## src/rtl/pe_word_serial_if.sv

```systemverilog
// Word-stream bundle for the MWR2MM word-serial processing element.
// The master drives operand words; the slave returns result words.
interface pe_word_serial_if #(
    parameter int W = 3
);
    logic         in_valid;
    logic         in_first;
    logic         in_last;
    logic         xi;
    logic [W-1:0] y_word;
    logic [W-1:0] m_word;
    logic [W-1:0] s_word;

    logic         out_valid;
    logic         out_first;
    logic         out_last;
    logic [W-1:0] s_out;
    logic [W-1:0] y_out;
    logic [W-1:0] m_out;
    logic         ovf;
    logic         done;
    logic         err;

    modport master (
        output in_valid, in_first, in_last, xi,
        output y_word, m_word, s_word,
        input  out_valid, out_first, out_last,
        input  s_out, y_out, m_out, ovf, done, err
    );

    modport slave (
        input  in_valid, in_first, in_last, xi,
        input  y_word, m_word, s_word,
        output out_valid, out_first, out_last,
        output s_out, y_out, m_out, ovf, done, err
    );
endinterface

```

## src/rtl/pe_word_serial.sv

```systemverilog
// Radix-2 MWR2MM word-serial PE: S' = (S + xi*Y + q*M) / 2, one W-bit word per cycle.
// Optional PE_STALL_EN lets in_valid gaps freeze the pass between operand words.
module pe_word_serial #(
    parameter int W = 3
) (
    input logic             clk,
    input logic             rst_n,
    pe_word_serial_if.slave bus
);
    localparam logic [1:0] IDLE  = 2'd0;
    localparam logic [1:0] RUN   = 2'd1;
    localparam logic [1:0] FLUSH = 2'd2;

    logic [1:0]   state;
    logic [1:0]   state_nx;
    logic         x_r;
    logic         q_r;
    logic [1:0]   c_r;
    logic [W-1:0] prev;
    logic [W-1:0] y_d1;
    logic [W-1:0] m_d1;
    logic         first_pend;

    logic         start;
    logic         step;
    logic         flush;
    logic         err_c;
    logic         q0;
    logic [W+1:0] t0;
    logic [W+1:0] tj;

    always_comb begin
        start = bus.in_valid & bus.in_first;
        flush = (state == FLUSH);
`ifdef PE_STALL_EN
        step  = (state == RUN) & bus.in_valid & ~bus.in_first;
        err_c = ((state == RUN) & start)
              | ((state != RUN) & bus.in_valid & ~bus.in_first);
`else
        // Without stalls the pass free-runs: a missing valid is flagged, not waited on.
        step  = (state == RUN) & ~start;
        err_c = ((state == RUN) & start)
              | ((state == RUN) & ~bus.in_valid)
              | ((state != RUN) & bus.in_valid & ~bus.in_first);
`endif
    end

    always_comb begin
        q0 = (bus.xi & bus.y_word[0]) ^ bus.s_word[0];
        t0 = {2'b00, bus.s_word};
        if (bus.xi) t0 = t0 + {2'b00, bus.y_word};
        if (q0)     t0 = t0 + {2'b00, bus.m_word};
        tj = {{W{1'b0}}, c_r} + {2'b00, bus.s_word};
        if (x_r)    tj = tj + {2'b00, bus.y_word};
        if (q_r)    tj = tj + {2'b00, bus.m_word};
    end

    always_comb begin
        state_nx = state;
        unique case (1'b1)
            start:               state_nx = bus.in_last ? FLUSH : RUN;
            step & bus.in_last:  state_nx = FLUSH;
            flush & ~start:      state_nx = IDLE;
            default:             state_nx = state;
        endcase
    end

    always_ff @(posedge clk or negedge rst_n) begin
        if (!rst_n) begin
            state         <= IDLE;
            x_r           <= 1'b0;
            q_r           <= 1'b0;
            c_r           <= 2'b00;
            prev          <= '0;
            y_d1          <= '0;
            m_d1          <= '0;
            first_pend    <= 1'b0;
            bus.out_valid <= 1'b0;
            bus.out_first <= 1'b0;
            bus.out_last  <= 1'b0;
            bus.s_out     <= '0;
            bus.y_out     <= '0;
            bus.m_out     <= '0;
            bus.ovf       <= 1'b0;
            bus.done      <= 1'b0;
            bus.err       <= 1'b0;
        end else begin
            state         <= state_nx;
            bus.err       <= err_c;
            bus.out_valid <= 1'b0;
            bus.out_first <= 1'b0;
            bus.out_last  <= 1'b0;
            bus.ovf       <= 1'b0;
            bus.done      <= 1'b0;
            if (flush) begin
                bus.s_out     <= {c_r[0], prev[W-1:1]};
                bus.ovf       <= c_r[1];
                bus.out_valid <= 1'b1;
                bus.out_first <= first_pend;
                bus.out_last  <= 1'b1;
                bus.done      <= 1'b1;
                bus.y_out     <= y_d1;
                bus.m_out     <= m_d1;
                first_pend    <= 1'b0;
            end else if (step) begin
                // Word j's LSB completes the shifted output word j-1.
                bus.s_out     <= {tj[0], prev[W-1:1]};
                bus.out_valid <= 1'b1;
                bus.out_first <= first_pend;
                bus.y_out     <= y_d1;
                bus.m_out     <= m_d1;
                first_pend    <= 1'b0;
                prev          <= tj[W-1:0];
                c_r           <= tj[W+1:W];
                y_d1          <= bus.y_word;
                m_d1          <= bus.m_word;
            end
            if (start) begin
                x_r        <= bus.xi;
                q_r        <= q0;
                c_r        <= t0[W+1:W];
                prev       <= t0[W-1:0];
                y_d1       <= bus.y_word;
                m_d1       <= bus.m_word;
                first_pend <= 1'b1;
            end
        end
    end
endmodule

```

## src/flat_wrapper.sv

```systemverilog
// flat-port wrapper written by rule: the top's interface ports become plain ports
module pe_word_serial_flat 
#(
    parameter int W = 3
)
  (clk, rst_n, bus_in_valid, bus_in_first, bus_in_last, bus_xi, bus_y_word, bus_m_word, bus_s_word, bus_out_valid, bus_out_first, bus_out_last, bus_s_out, bus_y_out, bus_m_out, bus_ovf, bus_done, bus_err);
  pe_word_serial_if #(.W(W)) bus_i ();
  input logic clk;
  input logic rst_n;
  input wire logic [$bits(bus_i.in_valid)-1:0] bus_in_valid;
  input wire logic [$bits(bus_i.in_first)-1:0] bus_in_first;
  input wire logic [$bits(bus_i.in_last)-1:0] bus_in_last;
  input wire logic [$bits(bus_i.xi)-1:0] bus_xi;
  input wire logic [$bits(bus_i.y_word)-1:0] bus_y_word;
  input wire logic [$bits(bus_i.m_word)-1:0] bus_m_word;
  input wire logic [$bits(bus_i.s_word)-1:0] bus_s_word;
  output wire logic [$bits(bus_i.out_valid)-1:0] bus_out_valid;
  output wire logic [$bits(bus_i.out_first)-1:0] bus_out_first;
  output wire logic [$bits(bus_i.out_last)-1:0] bus_out_last;
  output wire logic [$bits(bus_i.s_out)-1:0] bus_s_out;
  output wire logic [$bits(bus_i.y_out)-1:0] bus_y_out;
  output wire logic [$bits(bus_i.m_out)-1:0] bus_m_out;
  output wire logic [$bits(bus_i.ovf)-1:0] bus_ovf;
  output wire logic [$bits(bus_i.done)-1:0] bus_done;
  output wire logic [$bits(bus_i.err)-1:0] bus_err;
  assign bus_i.in_valid = bus_in_valid;
  assign bus_i.in_first = bus_in_first;
  assign bus_i.in_last = bus_in_last;
  assign bus_i.xi = bus_xi;
  assign bus_i.y_word = bus_y_word;
  assign bus_i.m_word = bus_m_word;
  assign bus_i.s_word = bus_s_word;
  assign bus_out_valid = bus_i.out_valid;
  assign bus_out_first = bus_i.out_first;
  assign bus_out_last = bus_i.out_last;
  assign bus_s_out = bus_i.s_out;
  assign bus_y_out = bus_i.y_out;
  assign bus_m_out = bus_i.m_out;
  assign bus_ovf = bus_i.ovf;
  assign bus_done = bus_i.done;
  assign bus_err = bus_i.err;
  pe_word_serial #(.W(W)) u_core (.clk(clk), .rst_n(rst_n), .bus(bus_i));
endmodule
```

## config.mk

```make
export PLATFORM = sky130hd
export DESIGN_NAME = pe_word_serial_flat
export DESIGN_NICKNAME = d
export VERILOG_FILES = /design/src/rtl/pe_word_serial_if.sv /design/src/rtl/pe_word_serial.sv /design/src/flat_wrapper.sv
export SDC_FILE = /design/constraint.sdc
export NUM_CORES = 1
export LEC_CHECK = 0
export CAP_MARGIN = 20
export CORE_ASPECT_RATIO = 1.1
export CORE_MARGIN = 4
export CORE_UTILIZATION = 26
export DETAILED_ROUTE_END_ITERATION = 16
export PLACE_DENSITY = 0.52
export SETUP_SLACK_MARGIN = 0.02
export SLEW_MARGIN = 20
export SYNTH_ARGS = -nofsm -noshare
export SYNTH_HDL_FRONTEND = slang
export SYNTH_SLANG_ARGS = --single-unit
```

## constraint.sdc

```tcl
create_clock -name clk -period 4.2 [get_ports clk]
set_input_delay 0.84 -clock clk [delete_from_list [all_inputs] [get_ports clk]]
set_output_delay 0.84 -clock clk [all_outputs]
set_load 0.005 [all_outputs]
```

==> impl_metrics.toml <==
[detailed_routing]
route.detailed.drc = 0
antenna_left = 0
wirelength_um = 3905
drt-initial-drc-count = 34
firstDrtPassIters = 4
vias = 1342
routed_via_density = 4.534
post_drt_wl_per_cell_um = 13.19

[synth]
syn_area_per_cell_um2 = 10.88
yosys_warnings = 0
synth_simple_gate_area_share_pct = 14.50
synth.top_cells.by_count = "29 x dfrtp_1, 16 x nand2_1, 14 x ha_1"
synth_edf_count = 0
yosysTopAreaCell = "dfrtp_1"
synth_xor_area_share_pct = 4.637
synth_top_family_by_area = "simple AND/OR/NAND/NOR gates"
synthMuxAreaShare_pct = 12.41
ys_top_cells_by_area = "dfrtp_1 38%, ha_1 9.1%, mux2_4 5.5%, mux2_1 5.3%, fa_1 5.2%"
netlist_instances = 176
synth_compound_area_share_pct = 11.69
syn_area_mm2 = 0.001916
synth_cell_types = 41
synth_fp_nets = 210
synthAdderAreaFrac_pct = 14.37
synth_seq_cells = 29
yosys_most_used_dff = "dfrtp_1"
synth.most_common_cell = "dfrtp_1"
ys_seq_area_share_pct = 37.88
synth-async-reset-ratio_pct = 100.0
synth_top_cell_area_share_pct = 37.88

[placement]
gp_routability_congestion = 0.8173
dp_hpwl_um = 3121
io_buffers = 29

[worst_setup_path]
crit_top_cell = "ha_1"
crit_required_ns = 4.37
arrival_ns = 4.01
rrSetupSlack_ns = 0.94
start_kind = "input pin"
cp_cell_sequence = "clkdlybuf4s50_1 -> ha_1 -> fa_1 -> xor2_1 -> ha_1 -> xor2_1 -> a21oi_2 -> ha_1 -> nor2b_1 -> o21ai_0 -> a211oi_1 -> o31ai_1 -> a21oi_1"
crit_path_max_incr_delay_ns = 0.43
path_class = "input pin to flop"
worstSetupEndpointType = "flop"
worstPathMaxFanout = 3
cp_slowest_cell = "clkdlybuf4s50_1"

[global_routing]
grt_pass1_vias = 1395
grtUsageTotal_pct = 9.879
grt_pass1_wl_um = 6941
grt_max_degree = 30
overflow = 0
antenna_found_initial = 0

[die]
fp.dieH_um = 98.03
core_mm2 = 0.007087
initial_core_util_pct = 27.03
pin_count = 30
row_count = 32
dieArea_mm2 = 0.008807
die_w_um = 89.84

[clocking]
clockBufferDepth = 2
cts_hold_buf = 0
post_cts_buffers = 0
htree_levels = 2
clk_pin_slew_ns = 0.06
cts_root_buf = "clkbuf_8"
cts_tree = "done"
cts_resized = 0
clkLatencyLatePin_ns = 0.28
cts_buffers = 5
clock_sinks = 29

[final_layout]
nets = 244
antenna-diode-count = 0
finalCoreUtilization_pct = 33.47
syn_to_final_growth_pct = 23.84
drive_above_1_share_pct = 13.74

[timing]
slew_viol_final = 0
fin_tns_setup_ns = 0
setup_viol_count_final = 0
rsz0062_at_grt = "false"
fin_skew_ns = 0.003890
post-route-period-util_pct = 91.57
hold_viol = 0
fmax_ghz = 0.2600
fin_crit_ns = 3.846
max-slew-margin-rel_pct = 68.61
worstMarginPinSlew_ns = 0.4708

[pwr]
ir_drop_mv = 0.1198
p_total_mw = 1.096
p_leak_nw = 1.051
cellPowerDensity_mw_per_mm2 = 462.0

[min_path]
hp-class = "flop to flop"

[job]
maxCapViolations = 0

[status]
status = "finished clean"
==> report_power, final <==
part           total, mW  switching (mW)  internal (mW)
logic              0.471           0.199          0.272
clock network      0.219           0.104          0.114
registers          0.407          0.0497          0.357
==> through the flow <==
step	hold WS [ns]	setup slack, ns	instance area [µm²]	std cells
detailed placement	0.4620	0.1032	2290	288
floorplan	0.4392	0.7325	1916	176
CTS	0.4776	0.3998	2372	296
finish	0.4719	0.3540	2372	296
global placement	0.4514	0.1715	2290	288
global route	0.5062	0.2148	2372	296
==> cells in the final DEF, fill, tap and decap left out, types with 3 or more instances in the layout <==
master,Yosys,final
mux2_1,9,9
ha_1,14,14
nand3_1,4,4
fa_1,5,5
a21o_1,3,3
nor2_1,8,8
a21oi_1,11,11
buf_4,3,3
nor2b_1,6,6
and2_1,3,3
mux2_4,7,7
o21ai_0,6,6
xnor2_1,4,4
clkdlybuf4s50_1,0,29
inv_1,9,9
nand2b_1,3,3
dfrtp_1,29,29
clkbuf_8,0,5
xor2_1,3,3
o21ai_1,4,4
nand2_1,16,16
==> layer usage <==
metal  part of all wire [%]  up-vias  track usage [%]
met2                     47       31            16.09
met4                    1.9        0            5.307
met5                      0        -                0
li1                       -      680                -
met3                    4.0        4            2.157
met1                     47      627            12.26
==> flip-flops by register name (all words and copies together), names as in the netlist <==
name,flops
u_core.first_pend,1
u_core.bus.out_first,1
u_core.bus.y_out,3
u_core.bus.out_last,1
u_core.prev,2
u_core.bus.ovf,1
u_core.x_r,1
u_core.state,2
u_core.bus.err,1
u_core.y_d1,3
u_core.bus.s_out,3
u_core.m_d1,3
u_core.q_r,1
u_core.c_r,2
u_core.bus.m_out,3
u_core.bus.out_valid,1
==> worst paths after layout <==
kind                                          startpoint                              to  cells after the start
max                                        bus_s_word[0]       u_core.c_r[1]$_DFFE_PN0P_                     13
min                        u_core.first_pend$_DFFE_PN0P_   u_core.first_pend$_DFFE_PN0P_                      2
max in group asynchronous                          rst_n      u_core.m_d1[1]$_DFFE_PN0P_                      2
min in group asynchronous                          rst_n  u_core.bus.out_valid$_DFF_PN0_                      2
max reg2reg                    u_core.c_r[0]$_DFFE_PN0P_       u_core.c_r[1]$_DFFE_PN0P_                     12
min reg2reg                u_core.first_pend$_DFFE_PN0P_   u_core.first_pend$_DFFE_PN0P_                      2
==> layout make-up <==
class                   instances  area (µm²)
inverters                      11       41.29
flip-flops and latches         29       725.7
multi-input cells             131        1104
clock buffers                   6       72.57
well taps                      85       106.4
fillers                       726        4715
repair buffers                 32       312.8
clock inverters                 2       10.01
==> logic make-up (layout without fill, tap and decap cells) <==
| group | count (synthesis) | in the layout |
|---|---|---|
| compound gates | 36 | 36 |
| xor+xnor | 8 | 8 |
| fa+ha+maj | 19 | 19 |
| buf+inv | 16 | 51 |
| flops | 29 | 29 |
| mux | 19 | 19 |
| simple gates | 49 | 49 |
==> critical path: cells and delay by family <==
| family | cells | cell delay [ns] |
|---|---|---|
| adders and majority gates | 4 | 1.22 |
| AOI/OAI and AO/OA | 5 | 0.84 |
| xor gates and xnor gates | 2 | 0.52 |
| buffers and inverters | 1 | 0.43 |
| and+or+nand+nor | 1 | 0.15 |
No activity file was read; power rests on OpenSTA's default activity.
